[src/rtl/stn_scan_ctrl.sv]
// Dual-scan colour STN frame sequencer: FRC frame trigger, FIFO drain at pixel rate, CP/LP/FLM/M timing.
// Optional: define STN_UNDERRUN_CNT_EN to add a saturating 16-bit underrun_cnt output.
module stn_scan_ctrl #(
  parameter int H_ACTIVE = 640,
  parameter int V_ACTIVE = 240,
  parameter int H_BLANK  = 16,
  parameter int V_BLANK  = 4,
  parameter int CLK_DIV  = 4
) (
  input  logic       clk,
  input  logic       rst,
  input  logic       enable,
  output logic       frc_trigger,
  output logic       fifo_re,
  input  logic [5:0] fifo_data,
  input  logic       fifo_empty,
  output logic       lcd_cp,
  output logic       lcd_lp,
  output logic       lcd_flm,
  output logic       lcd_m,
  output logic [2:0] lcd_ud,
  output logic [2:0] lcd_ld,
  output logic       scanning,
`ifdef STN_UNDERRUN_CNT_EN
  output logic [15:0] underrun_cnt,
`endif
  output logic       underrun
);

  localparam int H_TOTAL = H_ACTIVE + H_BLANK;
  localparam int V_TOTAL = V_ACTIVE + V_BLANK;
  localparam int XW = (H_TOTAL > 1) ? $clog2(H_TOTAL) : 1;
  localparam int YW = (V_TOTAL > 1) ? $clog2(V_TOTAL) : 1;
  localparam int DW = (CLK_DIV > 1) ? $clog2(CLK_DIV) : 1;

  typedef enum logic [1:0] {
    S_IDLE   = 2'd0,
    S_VBLANK = 2'd1,
    S_ACTIVE = 2'd2
  } state_t;

  state_t        state_q, state_d;
  logic [DW-1:0] div_q, div_d;
  logic [XW-1:0] x_q, x_d;
  logic [YW-1:0] y_q, y_d;
  logic          trig_q, trig_d;
  logic          m_q, m_d;
  logic          starve_q;
  logic          underrun_q;
  logic [2:0]    ud_q, ld_q;

  logic tick, x_wrap, y_last, running, data_ph, pop_slot, load_slot;

  assign running   = (state_q != S_IDLE);
  assign tick      = (div_q == DW'(CLK_DIV - 1));
  assign x_wrap    = tick && (x_q == XW'(H_TOTAL - 1));
  assign y_last    = (y_q == YW'(V_TOTAL - 1));
  assign data_ph   = (state_q == S_ACTIVE) && (x_q < XW'(H_ACTIVE));
  assign pop_slot  = data_ph && (div_q == '0);
  assign load_slot = data_ph && (div_q == DW'(1));

  always_comb begin
    state_d = state_q;
    div_d   = div_q;
    x_d     = x_q;
    y_d     = y_q;
    trig_d  = 1'b0;
    m_d     = m_q;
    case (state_q)
      S_IDLE: begin
        div_d = '0;
        x_d   = '0;
        y_d   = '0;
        if (enable) begin
          state_d = S_VBLANK;
          y_d     = YW'(V_ACTIVE);
          trig_d  = 1'b1;
        end
      end
      default: begin
        div_d = tick ? '0 : div_q + 1'b1;
        if (tick) begin
          x_d = x_wrap ? '0 : x_q + 1'b1;
        end
        if (x_wrap) begin
          if (y_last) begin
            // Frame boundary: the only place enable is looked at while scanning.
            y_d     = '0;
            m_d     = ~m_q;
            state_d = enable ? S_ACTIVE : S_IDLE;
          end else begin
            y_d = y_q + 1'b1;
            if ((state_q == S_ACTIVE) && (y_q == YW'(V_ACTIVE - 1))) begin
              state_d = S_VBLANK;
              trig_d  = 1'b1;
            end
          end
        end
      end
    endcase
  end

  always_ff @(posedge clk or posedge rst) begin
    if (rst) begin
      state_q <= S_IDLE;
      div_q   <= '0;
      x_q     <= '0;
      y_q     <= '0;
      trig_q  <= 1'b0;
      m_q     <= 1'b0;
    end else begin
      state_q <= state_d;
      div_q   <= div_d;
      x_q     <= x_d;
      y_q     <= y_d;
      trig_q  <= trig_d;
      m_q     <= m_d;
    end
  end

  // The FIFO word arrives one clk after the pop; a starved slot forces zero data instead.
  always_ff @(posedge clk or posedge rst) begin
    if (rst) begin
      starve_q   <= 1'b0;
      underrun_q <= 1'b0;
      ud_q       <= '0;
      ld_q       <= '0;
    end else begin
      if (pop_slot) begin
        starve_q <= fifo_empty;
        if (fifo_empty) begin
          underrun_q <= 1'b1;
        end
      end
      if (load_slot) begin
        ud_q <= starve_q ? 3'b000 : fifo_data[5:3];
        ld_q <= starve_q ? 3'b000 : fifo_data[2:0];
      end
    end
  end

`ifdef STN_UNDERRUN_CNT_EN
  logic [15:0] ucnt_q;

  always_ff @(posedge clk or posedge rst) begin
    if (rst) begin
      ucnt_q <= '0;
    end else if (pop_slot && fifo_empty && (ucnt_q != 16'hFFFF)) begin
      ucnt_q <= ucnt_q + 16'd1;
    end
  end

  assign underrun_cnt = ucnt_q;
`endif

  assign frc_trigger = trig_q;
  assign fifo_re     = pop_slot && !fifo_empty;
  assign lcd_cp      = data_ph && (div_q >= DW'(CLK_DIV / 2));
  assign lcd_lp      = running && (x_q == XW'(H_ACTIVE + 1));
  assign lcd_flm     = lcd_lp && (y_q == '0);
  assign lcd_m       = m_q;
  assign lcd_ud      = ud_q;
  assign lcd_ld      = ld_q;
  assign scanning    = running;
  assign underrun    = underrun_q;

endmodule

[config.mk]
export PLATFORM = sky130hd
export DESIGN_NAME = stn_scan_ctrl
export DESIGN_NICKNAME = d
export VERILOG_FILES = /design/src/rtl/stn_scan_ctrl.sv
export SDC_FILE = /design/constraint.sdc
export NUM_CORES = 1
export LEC_CHECK = 0
export CORE_UTILIZATION = 49
export DETAILED_ROUTE_END_ITERATION = 10
export PLACE_DENSITY_LB_ADDON = 0.3
export SLEW_MARGIN = 20
export SYNTH_ARGS = -nofsm -noshare
export SYNTH_HDL_FRONTEND = slang
export SYNTH_SLANG_ARGS = --single-unit
export TNS_END_PERCENT = 5
[constraint.sdc]
create_clock -name clk -period 1.9 [get_ports clk]
set_clock_uncertainty 0.15 [all_clocks]
set_input_delay 0.285 -clock clk [delete_from_list [all_inputs] [get_ports clk]]
set_output_delay 0.285 -clock clk [all_outputs]
set_load 0.02 [all_outputs]
# Word-level counts from Yosys, hierarchy flattened
# Index checks and enable logic that the tools add are counted.
[totals] register_bits=32 in_bits=10 out_inout_bits=14 wordCells=67
[classes] addsub=3 magnitude_cmp=2 eq_ne=8 muxes=22 n_bitwise=2 reduce_logical=20
[ops] cell="8-bit 2-to-1 mux" n=4
[ops] cell="10-bit 2-to-1 mux" n=3
[ops] cell="10-bit == test, second input constant" n=2
[ops] cell="8-bit == test, second input constant" n=2
[ops] cell="2-bit 2-to-1 mux" n=8
[ops] cell="10-bit by 1-bit adder with 10-bit output, second input constant" n=1
[ops] cell="10-bit less-than comparator, second input constant" n=1
[ops] cell="1-bit logical AND" n=9
[ops] cell="8-bit by 1-bit adder with 8-bit output, second input constant" n=1
[ops] cell="8-bit logical NOT" n=1
[ops] cell="3-bit 2-to-1 mux" n=2
[ops] cell="3-bit AND reduction" n=2
[ops] cell="2-bit nonzero test" n=3
[ops] cell="1-bit 2-to-1 mux" n=5
[ops] cell="2-bit == test, second input constant" n=2
[ops] cell="2-bit logical NOT" n=2
[ops] cell="3-bit nonzero test" n=1
[ops] cell="2-bit by 1-bit adder with 2-bit output, second input constant" n=1
[ops] cell="2-bit by 1-bit == test with 1-bit output, second input constant" n=1
[ops] cell="2-bit >= comparator, second input constant" n=1
[ops] cell="2-bit inequality test, second input constant" n=1
[ops] cell="1-bit NOT" n=2
[ops] cell="2-bit AND reduction" n=1
[ops] cell="1-bit logical NOT" n=1

# Longest topological paths before layout
# Gate-level depths: netlist of run 1.
[logic_depth] depth_word=6 depth_mapped=7 depth_no_buf=5

# Worst setup path before layout of run 1
# Ideal clock, no wire load.
[synth_timing] path_type="register -> output" startpoint="reg x_q[6]" endpoint="out lcd_flm" t_arrival_ns=1.458 required_ns=1.465 slack_ns=0.007 path_stages_with_launch=4 path_buffers=0 cell_sequence="dfrtp_1 -> nor4b_4 -> and3_1 -> and4_1"
[synth_via] elab_chain_cells=3
[synth_lines] element="start: declaration" line_no="44" rtl="logic [XW-1:0] x_q, x_d;"
[synth_lines] element="start signal: assignment" line_no="107" rtl="x_q <= '0;"
[synth_lines] element="start signal: assignment" line_no="114" rtl="x_q <= x_d;"
[synth_lines] element="10-bit == test" line_no="159" rtl="assign lcd_lp = running && (x_q == XW'(H_ACTIVE + 1));"
[synth_lines] element="1-bit logical AND" line_no="159"
[synth_lines] element="via lcd_lp" line_no="18" rtl="output logic lcd_lp,"
[synth_lines] element="1-bit logical AND" line_no="160" rtl="assign lcd_flm = lcd_lp && (y_q == '0);"
[synth_lines] element="end: declaration" line_no="19" rtl="output logic lcd_flm,"
# The timed path passes the listed nets, and every way through them passes these cells.

# Worst setup path after layout of run 1
[layout_timing] startpoint="reg x_q[1]" endpoint="out lcd_flm"
[layout_via] elab_chain_cells=3
[layout_lines] element="10-bit == test" line_no="159"
[layout_lines] element="1-bit logical AND" line_no="159"
[layout_lines] element="1-bit logical AND" line_no="160"
# Every way passes these cells.

==> results of run 1 <==
-- layout make-up --
cell class              instances  share of cell area (%)
clock buffers                   7                    2.59
inverters                       9                    1.45
multi-input cells             132                    39.7
flip-flops and latches         32                    32.0
well taps                      46                    2.29
repair buffers                 62                    22.0
-- worst max-delay path, delay by kind of cell, from the launching register on --
kind,cells,cell delay [ns]
DFF,1,0.39
and+or+nand+nor,3,0.61
buffers and inverters,2,0.19
adders and majority gates,1,0.12
-- sequential cells by signal (all words and copies together) (netlist names), 2 cells and up --
name	count
lcd_ud	3
x_q	10
state_q	2
lcd_ld	3
y_q	8
div_q	2
-- power breakdown --
group	switching [mW]	internal (mW)	total (mW)
clock	0.222	0.210	0.432
combinational	0.0310	0.0382	0.0692
sequential	0.00480	0.688	0.693
total	0.258	0.936	1.19
-- synth_stat cells (2+ instances only) --
| cell | instances |
|---|---|
| a21oi_1 | 9 |
| a31o_2 | 2 |
| a31oi_1 | 2 |
| and3_1 | 5 |
| and4_1 | 4 |
| buf_2 | 6 |
| dfrtp_1 | 32 |
| ha_1 | 8 |
| inv_1 | 9 |
| mux2_2 | 7 |
| nand2_1 | 16 |
| nand3_1 | 7 |
| nand4_1 | 3 |
| nor2_1 | 16 |
| nor2b_1 | 9 |
| nor3_1 | 6 |
| nor3b_1 | 2 |
| nor4_1 | 2 |
| o21ai_0 | 4 |
| o21bai_1 | 2 |
| o41ai_1 | 3 |
| xnor2_1 | 4 |
| xor2_1 | 4 |
-- timing repair --
item / in CTS / in global routing
buffers inserted: 1 / 2
gates cloned: 0 / 0
hold buffers: 0 / 0
setup endpoints to repair: 6 / 24
gates resized for setup: 37 / 22
pin swaps: 3 / 6
endpoints found under the hold margin: 0 / 0
-- logic make-up after synthesis --
family / count (synthesis) / synth area share, %
compound gates: 31 / 11.9
fa+ha+maj: 8 / 5.62
mux: 7 / 4.43
simple gates: 78 / 25.0
xor+xnor: 8 / 3.93
flops: 32 / 45.0
buf+inv: 17 / 4.08
-- metal layers --
layer	wire length [um]	part of all wire [%]	track usage, %	vias up
li1	-	-	-	765
met1	1760	41	30.6	770
met2	2160	50	39.8	75
met3	288	6.7	7.17	10
met4	88	2.1	13.1	0
met5	0	0	0	-
-- path summary, 6_finish.rpt --
check	end
min	starve_q
min in group clk	lcd_m
max in group asynchronous	x_q[8]
max reg2reg	y_q[6]
min reg2reg	lcd_m
max	lcd_flm
-- metrics by stage --
stage | instance area [um^2] | instances | setup TNS [ns]
2_1_floorplan | 1780 | 181 | 0
3_3_place_gp | 2300 | 278 | -0.679
3_5_place_dp | 2300 | 278 | -0.959
4_1_cts | 2420 | 286 | -0.324
5_1_grt | 2510 | 288 | -1.07
6_report | 2510 | 288 | -0.354
==> summary.txt, run 1 <==
=================================================================================
CP max stage delay                                                        0.39 ns
Aggregate global-route resource usage                                       24.9%
Number of sinks driven by the clock tree                                       32
Actual slew at the worst max-slew pin                                    0.412 ns
Main flop type after synthesis                                            dfrtp_1
Max cap viols                                                                   0
Warning count from the yosys run                                                0
Number of CTS-inserted buffers                                                  5
Critical path class                                                  flip-flop to output port
Layout overhead on the synthesized area                                     41.0%
First-pass iteration count of the detailed router                               4
PortBufs                                                                       23
# nets final                                                                  260
Fraction of the core area covered by cells at the end of the flow           73.5%
Post-synthesis instance area                                            1780 um^2
Starting density of the core                                                52.1%
Total nets after synthesis                                                    199
RR Startpoint                                                              x_q[0]
Top cells by area in the synthesized netlist                         dfrtp_1 (45%), ha_1 (5.6%), mux2_2 (4.4%)
Largest net degree at the start of global routing                              33
Post-route antenna net violation count                                          0
Initial antenna violation count                                                 0
Count of H-tree levels built during CTS                                         2
Reg area                                                                 802 um^2
Core footprint                                                          3420 um^2
Routed vias                                                                 1,620
Worst slack at placement                                                -0.312 ns
FFs w/ async S/R, synth                                                      100%
Register clock-pin slew on the reported worst setup and hold paths        0.10 ns
Total Die Area                                                          3880 um^2
Leakage power total                                                       1.09 nW
Final setup violating endpoints                                                 4
Synth cell types                                                               42
Area occupied by multi-input gates                                       997 um^2
Leading cell type in the layout, fill and taps excluded                     buf_4
Synthesized area per cell                                               9.84 um^2
Number of cell rows                                                            21
Seq cells post-synth                                                           32
Final number of max-transition violations                                       0
Power per unit of standard cell area                                  476 nW/um^2
Path class of the lowest-slack min-delay path                        primary input to asynchronous set/reset pin
WL/cell                                                                   14.9 um
Arrival time reported for the critical path endpoint                      1.65 ns
Cell type with the largest total area after synthesis                     dfrtp_1
Total global routing overflow                                                   0
Synthesized netlist cell count                                                181
Cell breakdown of the critical path                                  inv_2, ha_4, nor4b_4, and3_4, and4_4, buf_6
Worst-path fanout max                                                           2
R2R setup slack                                                           0.01 ns
Data required, critical path                                              1.46 ns
Final Cycle Share                                                            109%
EDFF count, synth                                                               0
Vias in the first global route                                              1,652
Nature of the critical path endpoint                                  output port
Post-DR vias/cell                                                            5.63
Diode count                                                                     0
Sequential fraction of the synthesis area                                   45.0%
Highest-count cells in the layout ignoring fill and taps             buf_4 (35), dfrtp_1 (31), clkdlybuf4s50_1 (18), nand2_1 (15), nor2_1 (15)
Placer Congestion                                                           0.852
Area fraction of the dominant cell type after synthesis                     45.0%
Proportion of layout cells with a drive suffix above 1                      33.5%
DRC errors left                                                                 0
Maximum operating frequency                                             0.481 GHz
Min Clock Period, post-route                                              2.08 ns
R2R cell count                                                                  6
Relative slew margins                                                       72.5%
Pwr Total                                                                 1.19 mW
Worst setup path start                                                     x_q[1]
Number of endpoints with negative hold slack in the final report                0
First-pass GRT wire length                                                7490 um
Drt first-iter violations                                                      80
Routed Wire Length                                                        4290 um
TritonCTS clock tree                                                         done
Run status                                                           finished with violations
Number of primary I/O pins                                                     24
Worst setup margin                                                      -0.180 ns
Setup repair after global routing missed its margin                          true
Chip width                                                                62.3 um
HPWL reported at the end of detailed placement                            3000 um
Failing checks                                                       setup timing
Largest buffer count on any clock path                                          2
Buffer cell driving the clock tree root                                  clkbuf_4
Die H                                                                     62.3 um
Count of filler cells inserted in the layout                                  238
Clock network latency to the later pin of the worst-skew pair             0.33 ns
Worst-case hold slack                                                    0.185 ns
Critical path's slowest cell                                              dfrtp_1
Setup crit start kind                                                   flip-flop
Worst voltage drop across the vdd grid                                   0.476 mV
=================================================================================
Note: power is estimated with default switching activity, not from simulation.
==> inputs of run 2 (changes only) <==
- SETUP_SLACK_MARGIN: unset -> 0.15
==> summary.txt, run 2 (same netlist as run 1, synthesis figures left out) <==
=================================================================================
Core footprint                                                          3420 um^2   unchanged
Routed Wire Length                                                        4640 um   was 4290 um
Min Clock Period, post-route                                              2.10 ns   was 2.08 ns
WL/cell                                                                   16.0 um   was 14.9 um
Setup repair after global routing missed its margin                          true   unchanged
TritonCTS clock tree                                                         done   unchanged
Chip width                                                                62.3 um   unchanged
Final Cycle Share                                                            111%   was 109%
Path class of the lowest-slack min-delay path                        primary input to asynchronous set/reset pin   unchanged
Worst-path fanout max                                                           2   unchanged
Nature of the critical path endpoint                                  output port   unchanged
Run status                                                           finished with violations   unchanged
Post-route cell area                                                    2560 um^2   was 2510 um^2
Die H                                                                     62.3 um   unchanged
Largest reg by FF count                                                       x_q   unchanged
Fraction of the core area covered by cells at the end of the flow           74.8%   was 73.5%
Initial antenna violation count                                                 0   unchanged
Diode count                                                                     0   unchanged
Worst voltage drop across the vdd grid                                   0.446 mV   was 0.476 mV
PortBufs                                                                       23   unchanged
Crit Reg-Reg Endpoint                                                      y_q[3]   was y_q[6]
RR Startpoint                                                              x_q[1]   was x_q[0]
Number of sinks driven by the clock tree                                       32   unchanged
Arrival time reported for the critical path endpoint                      1.67 ns   was 1.65 ns
Aggregate global-route resource usage                                       25.7%   was 24.9%
Post-DR vias/cell                                                            5.73   was 5.63
Number of primary I/O pins                                                     24   unchanged
Largest buffer count on any clock path                                          2   unchanged
Number of flip-flops in the largest register                                   10   unchanged
Top Registers                                                        x_q x10, y_q x8   unchanged
Count of buffer and inverter cells on the critical path                         2   unchanged
Vias in the first global route                                              1,664   was 1,652
Area occupied by multi-input gates                                      1070 um^2   was 997 um^2
Placer Congestion                                                           0.891   was 0.852
Pwr Total                                                                 1.19 mW   about the same
First-pass iteration count of the detailed router                               4   unchanged
Layout overhead on the synthesized area                                     43.6%   was 41.0%
Leakage power total                                                       1.14 nW   was 1.09 nW
Met1 usage in global routing                                                29.8%   was 30.6%
DRC errors left                                                                 0   unchanged
Critical path class                                                  flip-flop to output port   unchanged
Total Die Area                                                          3880 um^2   unchanged
Proportion of layout cells with a drive suffix above 1                      39.5%   was 33.5%
Worst setup margin                                                      -0.202 ns   was -0.180 ns
Cell area reported after detailed placement                             2310 um^2   was 2300 um^2
Number of endpoints with negative hold slack in the final report                0   unchanged
First-pass GRT wire length                                                7670 um   was 7490 um
Power per unit of standard cell area                                  467 nW/um^2   was 476 nW/um^2
Largest net degree at the start of global routing                              33   unchanged
R2R setup slack                                                           0.01 ns   about the same
Top delay family on crit path                                        simple AND/OR/NAND/NOR gates   unchanged
Buffer cell driving the clock tree root                                  clkbuf_4   unchanged
Cell breakdown of the critical path                                  inv_2, ha_4, nor4b_4, and3_4, and4_4, buf_6   unchanged
Count of H-tree levels built during CTS                                         2   unchanged
Relative slew margins                                                       72.7%   was 72.5%
Leading cell type in the layout, fill and taps excluded                     buf_4   unchanged
# nets final                                                                  260   unchanged
Count of filler cells inserted in the layout                                  239   was 238
Reg area                                                                 802 um^2   unchanged
Final number of max-transition violations                                       0   unchanged
Clock network latency to the later pin of the worst-skew pair             0.36 ns   was 0.33 ns
Post-route antenna net violation count                                          0   unchanged
Actual slew at the worst max-slew pin                                    0.409 ns   was 0.412 ns
R2R cell count                                                                  7   was 6
Data required, critical path                                              1.46 ns   about the same
Hold buffers post-CTS                                                           0   unchanged
Critical path's slowest cell                                              dfrtp_1   unchanged
HPWL reported at the end of detailed placement                            3100 um   was 3000 um
CP max stage delay                                                        0.40 ns   was 0.39 ns
Number of cell rows                                                            21   unchanged
GRT Max-Usage Layer                                                          met2   unchanged
Starting density of the core                                                52.1%   unchanged
Register clock-pin slew on the reported worst setup and hold paths        0.11 ns   was 0.10 ns
Failing checks                                                       setup timing   unchanged
Max cap viols                                                                   0   unchanged
Final setup violating endpoints                                                 2   was 4
Highest-count cells in the layout ignoring fill and taps             buf_4 (35), dfrtp_1 (31), nor2_1 (13), nand2_1 (12)   was buf_4 (35), dfrtp_1 (31), clkdlybuf4s50_1 (18), nand2_1 (15), nor2_1 (15)
Maximum operating frequency                                             0.476 GHz   was 0.481 GHz
Setup crit start kind                                                   flip-flop   unchanged
Met2 track demand over resource in global routing                           45.5%   was 39.8%
Total global routing overflow                                                   0   unchanged
Drt first-iter violations                                                      58   was 80
Routed vias                                                                 1,656   was 1,620
Number of CTS-inserted buffers                                                  5   unchanged
Fraction of met3 tracks used by global routing                              5.88%   was 7.17%
=================================================================================
## run 2: stage by stage
stage | worst slack (ns) | TNS, ns | hold slack, ns | cells
global route | -0.256 | -0.610 | 0.218 | 289
global placement | -0.314 | -0.584 | 0.303 | 277
floorplan | 0.134 | 0 | 0.251 | 181
detailed placement | -0.336 | -0.732 | 0.311 | 277
finish | -0.202 | -0.251 | 0.156 | 289
CTS | -0.199 | -0.403 | 0.171 | 287
## run 2: worst reg2reg max path: cells and delay by family (launching register included)
family,cells,cell delay [ns]
flops,1,0.38
compound gates,1,0.08
buf+inv,2,0.23
fa+ha+maj,1,0.12
simple gates,3,0.87
## run 2: routing by layer
metal | routed length [um] | vias up
met5 | 0 | -
met2 | 2420 | 49
met4 | 109 | 0
met3 | 181 | 12
met1 | 1930 | 829
li1 | - | 766
## run 2: final cells by class
class,instances,share of cell area [%]
clock buffers,6,2.01
repair buffers,62,20.5
multi-input cells,132,42.0
well taps,46,2.25
inverters,9,1.42
clock inverters,2,0.392
flip-flops and latches,32,31.4
## run 2: worst max path at each step
stage | start | to | slack [ns] | depth (start not counted)
6_report | x_q[1] | lcd_flm | -0.20 | 6
4_1_cts | x_q[6] | lcd_flm | -0.20 | 4
3_5_place_dp | x_q[1] | lcd_flm | -0.34 | 6
5_1_grt | x_q[1] | lcd_flm | -0.26 | 6
2_1_floorplan | x_q[4] | lcd_flm | 0.13 | 3
3_3_place_gp | x_q[1] | lcd_flm | -0.31 | 6
## run 2: where the power goes
part | switching, mW | internal, mW
logic | 0.0323 | 0.0336
registers | 0.00531 | 0.688
clock network | 0.258 | 0.176
## run 2: repair_timing
item                                    CTS  global route
resized for setup                        56            22
endpoints found under the setup margin   32            30
setup buffers                             2             2
pin swaps                                20            15
==> inputs of run 3 (changes only) <==
- GPL_ROUTABILITY_DRIVEN: unset -> 0
- GPL_TIMING_DRIVEN: unset -> 0
==> summary.txt, run 3 (same netlist as run 1, synthesis figures left out) <==
=================================================================================
Run status                                                           finished with violations   unchanged
Failing checks                                                       setup timing   unchanged
DR WL met2                                                                2030 um   was 2420 um
Net switching power                                                        272 uW   was 296 uW
Number of sinks driven by the clock tree                                       32   unchanged
Total Die Area                                                          3880 um^2   unchanged
Crit path capture                                                         lcd_flm   unchanged
TritonCTS clock tree                                                         done   unchanged
Crit Reg-Reg Endpoint                                                      y_q[4]   was y_q[3]
Power share of the sequential group                                         54.5%   was 58.1%
Largest buffer count on any clock path                                          2   unchanged
R2R cell count                                                                  6   was 7
Arrival time reported for the critical path endpoint                      1.68 ns   was 1.67 ns
PortBufs                                                                       23   unchanged
Worst slack at placement                                                -0.453 ns   was -0.336 ns
Routed vias                                                                 1,501   was 1,656
DRC errors left                                                                 0   unchanged
Post-route antenna net violation count                                          0   unchanged
M1 WL                                                                     1740 um   was 1930 um
Relative slew margins                                                       56.8%   was 72.7%
R2R setup slack                                                          -0.04 ns   was 0.01 ns
Power per unit of standard cell area                                  543 nW/um^2   was 467 nW/um^2
Top layer reached by signal wires                                            met4   unchanged
Count of H-tree levels built during CTS                                         2   unchanged
Final setup violating endpoints                                                 8   was 2
Largest reg by FF count                                                       x_q   unchanged
Number of endpoints with negative hold slack in the final report                0   unchanged
Aggregate global-route resource usage                                       23.3%   was 25.7%
Total global routing overflow                                                   0   unchanged
Pwr Total                                                                 1.27 mW   was 1.19 mW
Drt first-iter violations                                                      46   was 58
Number of primary I/O pins                                                     24   unchanged
Gate power share                                                             5.1%   was 5.5%
Min Clock Period, post-route                                              2.12 ns   was 2.10 ns
Number of CTS-inserted buffers                                                  5   unchanged
Number of cell rows                                                            21   unchanged
Worst-case hold slack                                                    0.197 ns   was 0.156 ns
Clock network latency to the later pin of the worst-skew pair             0.34 ns   was 0.36 ns
Worst setup margin                                                      -0.215 ns   was -0.202 ns
Cell internal pwr                                                          998 uW   was 897 uW
Setup repair after global routing missed its margin                          true   unchanged
Worst voltage drop across the vdd grid                                   0.535 mV   was 0.446 mV
Leading cell type in the layout, fill and taps excluded                   dfrtp_1   was buf_4
Highest-count cells in the layout ignoring fill and taps             dfrtp_1 (26), nand2_1 (15), nor2_1 (15), a21oi_1 (9), clkdlybuf4s50_1 (9)   was buf_4 (35), dfrtp_1 (31), nor2_1 (13), nand2_1 (12)
First-pass GRT wire length                                                7020 um   was 7670 um
Leakage power total                                                       1.02 nW   was 1.14 nW
Vias in the first global route                                              1,522   was 1,664
HPWL reported at the end of detailed placement                            2630 um   was 3100 um
Max cap viols                                                                   0   unchanged
Starting density of the core                                                52.1%   unchanged
Buffer cell driving the clock tree root                                  clkbuf_4   unchanged
Maximum operating frequency                                             0.473 GHz   was 0.476 GHz
Top Registers                                                        x_q x10, y_q x8   unchanged
Largest net degree at the start of global routing                              33   unchanged
Chip width                                                                62.3 um   unchanged
Hold buffers post-CTS                                                           0   unchanged
Switching part of the total power                                           21.4%   was 24.8%
Worst setup path start                                                     x_q[1]   unchanged
Proportion of layout cells with a drive suffix above 1                      27.4%   was 39.5%
Routed Wire Length                                                        4090 um   was 4640 um
Actual slew at the worst max-slew pin                                    0.647 ns   was 0.409 ns
Final number of max-transition violations                                       0   unchanged
Initial antenna violation count                                                 0   unchanged
Total placed cells including tap cells                                        250   was 277
Final Cycle Share                                                            111%   about the same
TNS Setup                                                               -0.679 ns   was -0.251 ns
Layout overhead on the synthesized area                                     31.5%   was 43.6%
Final std cells w/o fill                                                      265   was 289
Number of flip-flops in the largest register                                   10   unchanged
WL/cell                                                                   15.4 um   was 16.0 um
Setup crit start kind                                                   flip-flop   unchanged
Critical path class                                                  flip-flop to output port   unchanged
# nets final                                                                  236   was 260
Core footprint                                                          3420 um^2   unchanged
Register clock-pin slew on the reported worst setup and hold paths        0.10 ns   was 0.11 ns
Nature of the critical path endpoint                                  output port   unchanged
Diode count                                                                     0   unchanged
Path class of the lowest-slack min-delay path                        primary input to asynchronous set/reset pin   unchanged
Worst-path fanout max                                                           2   unchanged
RR Startpoint                                                              x_q[8]   was x_q[1]
Data required, critical path                                              1.46 ns   about the same
First-pass iteration count of the detailed router                               4   unchanged
Clock power share                                                           40.4%   was 36.4%
Total met3 wirelength after detailed routing                               218 um   was 181 um
Die H                                                                     62.3 um   unchanged
Post-DR vias/cell                                                            5.66   was 5.73
=================================================================================
==> run 3: changes by cell type in the layout (fill, tap and decap cells not counted), sizes merged <==
cell,before,now
clkbuf,6,8
buf,44,16
clkdlybuf4s15,0,1
dlymetal6s2s,1,7
dlygate4sd2,8,3
bufinv,0,1
clkinv,2,1
==> run 3: power by group through the flow <==
| stage | sequential [mW] | combinational [mW] | clock (mW) |
|---|---|---|---|
| CTS | 0.693 | 0.0676 | 0.527 |
| global route | 0.694 | 0.0719 | 0.553 |
| floorplan | 0.714 | 0.0209 | 0 |
| detailed placement | 0.706 | 0.0672 | 0 |
| global placement | 0.706 | 0.0659 | 0 |
| finish | 0.692 | 0.0653 | 0.513 |
==> run 3: how the worst min path moves through the flow <==
| stage | to | depth (start not counted) |
|---|---|---|
| floorplan | div_q[0] | 1 |
| global placement | underrun | 1 |
| detailed placement | lcd_m | 1 |
| CTS | lcd_ld[2] | 2 |
| global route | lcd_ld[1] | 2 |
| finish | div_q[1] | 2 |
==> run 3: cell type report <==
type,instances,area (um^2)
multi-input cells,132,1000
flip-flops and latches,32,808
clock buffers,6,41.3
fillers,257,1070
clock inverters,2,35.0
plain buffers,8,66.3
well taps,46,57.6
inverters,9,33.8
repair buffers,30,297
==> run 3: repair_timing <==
action	in CTS	in global routing
pin swaps	12	2
endpoints found under the setup margin	31	36
buffers inserted	7	0
resized for setup	43	16
cloned	0	0
==> run 3: layer usage <==
metal | up-vias | global-route usage (%)
met4 | 0 | 10.5
met3 | 14 | 5.70
met2 | 47 | 40.4
met1 | 717 | 27.2
met5 | - | 0
li1 | 723 | -
==> run 3: worst max-delay path, cell delays in order (launching register included) <==
cell	delay, ns
dfrtp_1	0.40
inv_2	0.09
ha_4	0.13
nor4b_4	0.19
and3_4	0.22
and4_4	0.20
buf_6	0.11
==> run 3: stage by stage <==
step,utilization [%],cell area [um^2]
detailed placement,61.4,2100
CTS,66.9,2280
finish,68.5,2340
floorplan,-,1810
global placement,61.4,2100
global route,68.5,2340
